===== src/rtl/display_share_arbiter.sv =====
// Round-robin arbiter that shares one 7-segment message display between two channels.
// Each grant shows the owner's code for HOLD_TICKS cycles, then the display is blanked for GAP_TICKS cycles.
//
// state | meaning
// IDLE  | display shows H, no owner, waiting for a request
// SHOW  | owner's latched pattern on the display, hold timer running
// GAP   | display blank after a message, new requests not accepted
module display_share_arbiter #(
  parameter int HOLD_TICKS = 8,
  parameter int GAP_TICKS  = 2,
  parameter int CNT_W      = 16
) (
  input  logic       clk,
  input  logic       rst,
  input  logic [1:0] req,
  input  logic [2:0] code0,
  input  logic [2:0] code1,
  output logic [1:0] grant,
  output logic [1:0] done,
  output logic       busy,
  output logic [7:0] display
);

  typedef enum logic [1:0] {IDLE, SHOW, GAP} state_t;

  localparam logic [7:0]       SEG_H     = 8'b01101110;
  localparam logic [CNT_W-1:0] HOLD_LAST = CNT_W'(HOLD_TICKS - 1);
  localparam logic [CNT_W-1:0] GAP_LAST  = CNT_W'(GAP_TICKS - 1);

  state_t           state, state_d;
  logic [CNT_W-1:0] cnt, cnt_d;
  logic [1:0]       grant_d, done_d;
  logic             busy_d, last, last_d, win;
  logic [7:0]       display_d;

  function automatic logic [7:0] seg_of(input logic [2:0] code);
    case (code)
      3'b001:  seg_of = 8'b11101110;
      3'b010:  seg_of = 8'b11111110;
      3'b011:  seg_of = 8'b11001110;
      3'b100:  seg_of = 8'b10011100;
      3'b101:  seg_of = 8'b00000001;
      3'b110:  seg_of = 8'b10111110;
      3'b111:  seg_of = 8'b01101110;
      default: seg_of = 8'b00000000;
    endcase
  endfunction

  // On a tie the channel that was not served last wins.
  assign win = (req == 2'b11) ? ~last : req[1];

  always_comb begin
    state_d   = state;
    cnt_d     = cnt + CNT_W'(1);
    grant_d   = grant;
    done_d    = 2'b00;
    busy_d    = busy;
    display_d = display;
    last_d    = last;
    case (state)
      IDLE: begin
        cnt_d = '0;
        if (req != 2'b00) begin
          state_d   = SHOW;
          grant_d   = win ? 2'b10 : 2'b01;
          display_d = seg_of(win ? code1 : code0);
          busy_d    = 1'b1;
          last_d    = win;
        end
      end
      SHOW: begin
        // A dropped request ends the message early without a done pulse.
        if ((req & grant) == 2'b00) begin
          state_d   = GAP;
          grant_d   = 2'b00;
          display_d = 8'b00000000;
          cnt_d     = '0;
        end else if (cnt == HOLD_LAST) begin
          state_d   = GAP;
          done_d    = grant;
          grant_d   = 2'b00;
          display_d = 8'b00000000;
          cnt_d     = '0;
        end
      end
      GAP: begin
        if (cnt == GAP_LAST) begin
          state_d   = IDLE;
          display_d = SEG_H;
          busy_d    = 1'b0;
          cnt_d     = '0;
        end
      end
      default: begin
        state_d   = IDLE;
        grant_d   = 2'b00;
        busy_d    = 1'b0;
        display_d = SEG_H;
        cnt_d     = '0;
      end
    endcase
  end

  always_ff @(posedge clk or posedge rst) begin
    if (rst) begin
      state   <= IDLE;
      cnt     <= '0;
      grant   <= 2'b00;
      done    <= 2'b00;
      busy    <= 1'b0;
      display <= SEG_H;
      last    <= 1'b1;
    end else begin
      state   <= state_d;
      cnt     <= cnt_d;
      grant   <= grant_d;
      done    <= done_d;
      busy    <= busy_d;
      display <= display_d;
      last    <= last_d;
    end
  end

endmodule

===== config.mk =====
export PLATFORM = sky130hd
export DESIGN_NAME = display_share_arbiter
export DESIGN_NICKNAME = d
export VERILOG_FILES = /design/src/rtl/display_share_arbiter.sv
export SDC_FILE = /design/constraint.sdc
export NUM_CORES = 1
export LEC_CHECK = 0
export ABC_AREA = 1
export CORE_ASPECT_RATIO = 1.75
export CORE_MARGIN = 2
export CORE_UTILIZATION = 51
export DETAILED_ROUTE_END_ITERATION = 16
export GPL_TIMING_DRIVEN = 1
export PLACE_DENSITY_LB_ADDON = 0.1
export SYNTH_ARGS = -nofsm -noshare
export SYNTH_HDL_FRONTEND = slang
export SYNTH_SLANG_ARGS = --single-unit
export TNS_END_PERCENT = 5

===== constraint.sdc =====
create_clock -name clk -period 1.9 [get_ports clk]
set_input_delay 0.38 -clock clk [delete_from_list [all_inputs] [get_ports clk]]
set_output_delay 0.38 -clock clk [all_outputs]
set_load 0.01 [all_outputs]

**Yosys cells after proc, flatten, opt, wreduce, memory -nomap -nowiden**

Index checks and enable logic that the tools add are counted.

- Bits in registers: 32
- Input bits: 10
- Output and inout bits: 13
- Word-level logic and storage cells: 62

- Add/subtract/negate cells: 1
- Eq/ne operators: 15
- Multiplexer cells: 28
- Bitwise logic cells: 4
- Reduce and logical (&&, ||, !) cells: 7

Operators by type and width:

| kind | count |
|---|---|
| case mux 8 bit (7 select lines) | 1 |
| two-way mux 16 bit | 3 |
| two-way mux 8 bit | 4 |
| case mux 16 bit (2 select lines) | 1 |
| case mux 8 bit (3 select lines) | 1 |
| two-way mux 2 bit | 11 |
| adder 16 x 1 -> 16 bit, second input constant | 1 |
| == test 16 x 1 -> 1 bit, second input constant | 1 |
| == test 16 x 3 -> 1 bit, second input constant | 1 |
| == test 3 bit, second input constant | 4 |
| case mux 2 bit (3 select lines) | 2 |
| AND reduction 3 bit | 3 |
| == test 3 x 2 -> 1 bit, second input constant | 2 |
| == test 2 bit, second input constant | 2 |
| zero test 2 bit | 2 |
| != test 2 bit, second input constant | 2 |
| == test 3 x 1 -> 1 bit, second input constant | 1 |
| two-way mux 1 bit | 3 |
| two-way mux 3 bit | 1 |
| != test 3 bit, second input constant | 1 |
| NOT 1 bit | 3 |
| case mux 1 bit (3 select lines) | 1 |
| bitwise AND 2 bit | 1 |
| == test 2 x 1 -> 1 bit, second input constant | 1 |
| other kinds (2) | 2 |

**Depth between registers and ports, before layout**

- Depth after elaboration: 7
- Depth in mapped cells: 11
- Mapped depth without buffers: 11

**Worst setup path after synthesis**

OpenSTA, ideal clock, no wires.

- Path type: flip-flop to flip-flop
- Start point: reg cnt[0]
- End point: reg display[0]
- Setup time: 118 ps
- Data arrival time: 1279 ps
- Setup slack: 502 ps
- Stages on the path, launching flop included: 10
- Buffers on the path: 1
- Cells stage by stage: dfrtp_1 -> ha_1 -> nand3_1 -> nor2_1 -> nand2_1 -> nand3_2 -> nand3_2 -> buf_6 -> nand2_1 -> o21ai_2

- Cells in the longest elaborated chain, start to end: 3
- Elaborated cells on any way between the ends: 5

Ends and longest elaborated chain:

| what | RTL line | source |
|---|---|---|
| from (decl) | 31 | `logic [CNT_W-1:0] cnt, cnt_d;` |
| from (signal assigned) | 115 | `cnt <= cnt_d;` |
| == test 16 x 3 -> 1 bit or == test 16 x 1 -> 1 bit (tied branches) | 78, 87 |  |
| != test 3 bit (no line) or != test 2 bit (tied branches) | n/a |  |
| AND reduction 3 bit (no line) (*) | n/a |  |
| to (signal assigned) | 119 | `display <= display_d;` |
| to (decl) | 21 | `output logic [7:0] display` |

Every way passes the cells marked *; elsewhere a longest branch is shown, timed or not.
A chain may end at the register's enable or synchronous reset.

==> impl_metrics.csv <==
group,metric,value,unit
synth,synth_cell_types,30,
worst_setup_path,worstPathArrival,1370,ps
synth,syn_nets,257,
timing,hold_viol,0,
detailed_routing,wl_per_cell,11.6,microns
synth,avgSynthCellArea,7.57,sq um
worst_setup_path,slowest_delay,540,ps
worst_setup_path,end_kind,"output port",
cts,clkSinkCount,31,
timing,setup_viol,0,
synth,syn_area,0.00183,sq mm
layout,design_area,0.00223,sq mm
worst_setup_path,cp.required,1520,ps
cts,post-cts-setup-buffer-count,0,
timing,slew_violations,0,
detailed_routing,vias_per_cell,4.97,
placement,post-dp-hpwl,2790,microns
synth,synth-seq-cells,31,
timing,fin_hold_ws,458,ps
timing,fmax,572,MHz
synth,yosys.area.top_type,"dfrtp_1",
die,core,0.00340,sq mm
detailed_routing,routed_wl,3660,microns
pwr,power_density,1320,mW/mm^2
cts,tritoncts,"built",
timing,fin_tns_setup,0,ps
detailed_routing,antenna_left,0,
pwr,ir_drop,0.904,mV
detailed_routing,drc,0,
timing,fin_crit,1750,ps
min_path,hp-class,"in -> async",
worst_setup_path,path_cells,"clkdlybuf4s50_1",
die,rows,28,
worst_setup_path,path_max_fanout,3,
timing,maxSlewHeadroom,0.742,
synth,synth-edff-count,0,
grt,track_usage,0.211,
cts,insertion_delay,290,ps
die,initial_utilization,0.539,
detailed_routing,drt_pass1_iterations,4,
timing,min_period_over_period,0.920,
cts,cts.repair.resized,0,
worst_setup_path,reg2reg_from,"cnt[0]",
die,io_pins,23,
worst_setup_path,rr_worst_depth,9,
pwr,leakage,1.05,nW
synth,synth_common_cells,"69 x nand2_1, 27 x inv_1, 26 x dfrtp_1, 26 x nor2_1, 25 x nand3_1",
die,die_area,0.00411,sq mm
layout,utilization,0.657,
layout,drive_above_1_share,0.148,
synth,synth_ff_type,"dfrtp_1",
cts,cts.clk_slew.worst_paths,70,ps
timing,skew,6.68,ps
cts,hold_buffers,0,
placement,globalplace.congestion,0.857,
synth,syn_inst,242,
worst_setup_path,worstReg2RegEnd,"display[3]",
synth,synth_area_leaders,"dfrtp_1 36%, nand2_1 14%, dfstp_2 7.2%",
cts,cts_made_buffers,5,
grt,grt_pass1_wl,6640,microns
flow_run,drv_cap,0,
worst_setup_path,crit_slowest_cell,"dfstp_2",
placement,post-place-cells,308,
die,fp.dieW,49.3,microns
grt,grt_max_degree,32,
synth,synth.top_cell.area_share,0.355,
layout,layout.nets,285,
pwr,total_power,2.94,mW
layout,stdcell_count,316,
worst_setup_path,path_buf_inv,1,
layout,area_delta_synth_final,21.9,%
detailed_routing,vias,1570,
synth,ys_seq_area_frac,0.427,
layout,antennaDiodeCount,0,
worst_setup_path,path_delay_family,"flip-flops",
synth,synth_most_common_cell,"nand2_1",
synth,ys_async_sr_fraction,1.00,
grt,grt_pass1_vias,1611,
placement,dpl_worst_slack,38.3,ps
timing,tightest_slew,387,ps
detailed_routing,drt-initial-drc-count,42,
worst_setup_path,path_class,"reg -> out",
timing,setup_slack,151,ps
worst_setup_path,r2r_slack,180,ps
worst_setup_path,setup.worst_path.start_class,"flip-flop",
cts,cts.path.max_buffers,2,
timing,rsz0062_at_grt,"false",
cts,ctsHtreeMaxLevel,2,
status,outcome,"finished, final reports clean",
synth,yosys_warnings,0,
die,die_h,83.3,microns
grt,antenna_found_initial,0,
grt,grt_overflow,0,
cts,root_buffer,"clkbuf_8",
placement,io_buffer_count,22,
placement,post_dp_cell_area,0.00210,sq mm
-- worst max-delay path by stage --
stage / from / slack (ps) / to / cells past startpoint
after global placement: req[0] / 60 / display[3] / 11
final: display[3] / 150 / display[2] / 1
after global routing: cnt[0] / 6 / display[3] / 9
after detailed placement: req[0] / 40 / display[3] / 11
after CTS: display[3] / 140 / display[2] / 1
after floorplan: cnt[0] / 500 / display[0] / 9
-- cell families (layout without fill, tap and decap cells) --
family,count (synthesis),count (layout),share of synthesized area
compound gates,17,17,0.0635
xor+xnor,6,6,0.0287
fa+ha+maj,5,5,0.0342
buf+inv,34,63,0.0820
flops,31,31,0.427
simple gates,149,149,0.365
-- power by group --
group / switching, mW / leakage [nW] / internal (mW)
clock network: 0.265 / 0.0644 / 0.523
logic: 0.711 / 0.578 / 0.496
registers: 0.0953 / 0.407 / 0.849
total: 1.07 / 1.05 / 1.87
-- layer usage --
layer  up-vias  part of all wire  wire, microns  GRT usage
li1        820                 -              -          -
met1       718              0.37           1370      0.202
met2        22              0.57           2100      0.403
met3        10             0.023             84     0.0324
met4         0             0.030            110      0.119
met5         -                 0              0          0
-- cell usage in the layout, fill, tap and decap left out, types with 2 or more instances in the layout --
master / instances
dfrtp_1: 26
xnor2_1: 2
ha_1: 5
nand2_2: 6
a21oi_2: 2
o21ai_0: 6
nand3_1: 25
buf_4: 4
inv_1: 27
nand2_1: 69
nor3b_1: 2
clkdlybuf4s50_1: 22
clkbuf_8: 5
nand3_2: 2
dfstp_2: 5
xor2_1: 4
nor2_1: 26
bufinv_16: 2
nand4_1: 2
nor3_1: 9
nor2_2: 6
o21ai_2: 3
inv_2: 2
-- final cells by class --
type | instances | area (sq um)
clock buffer | 5 | 68.8
clock inverter | 3 | 67.6
fill | 338 | 1160
inverter | 29 | 109
multi-input combinational | 177 | 900
sequential | 31 | 782
tap | 45 | 56.3
timing repair buffer | 26 | 250
-- registers in the layout (all words and copies together), names as in the netlist --
name     cells
last         1
busy         1
state        2
cnt         16
display      7
grant        2
done         2
Power figures use the tool's default switching activity.
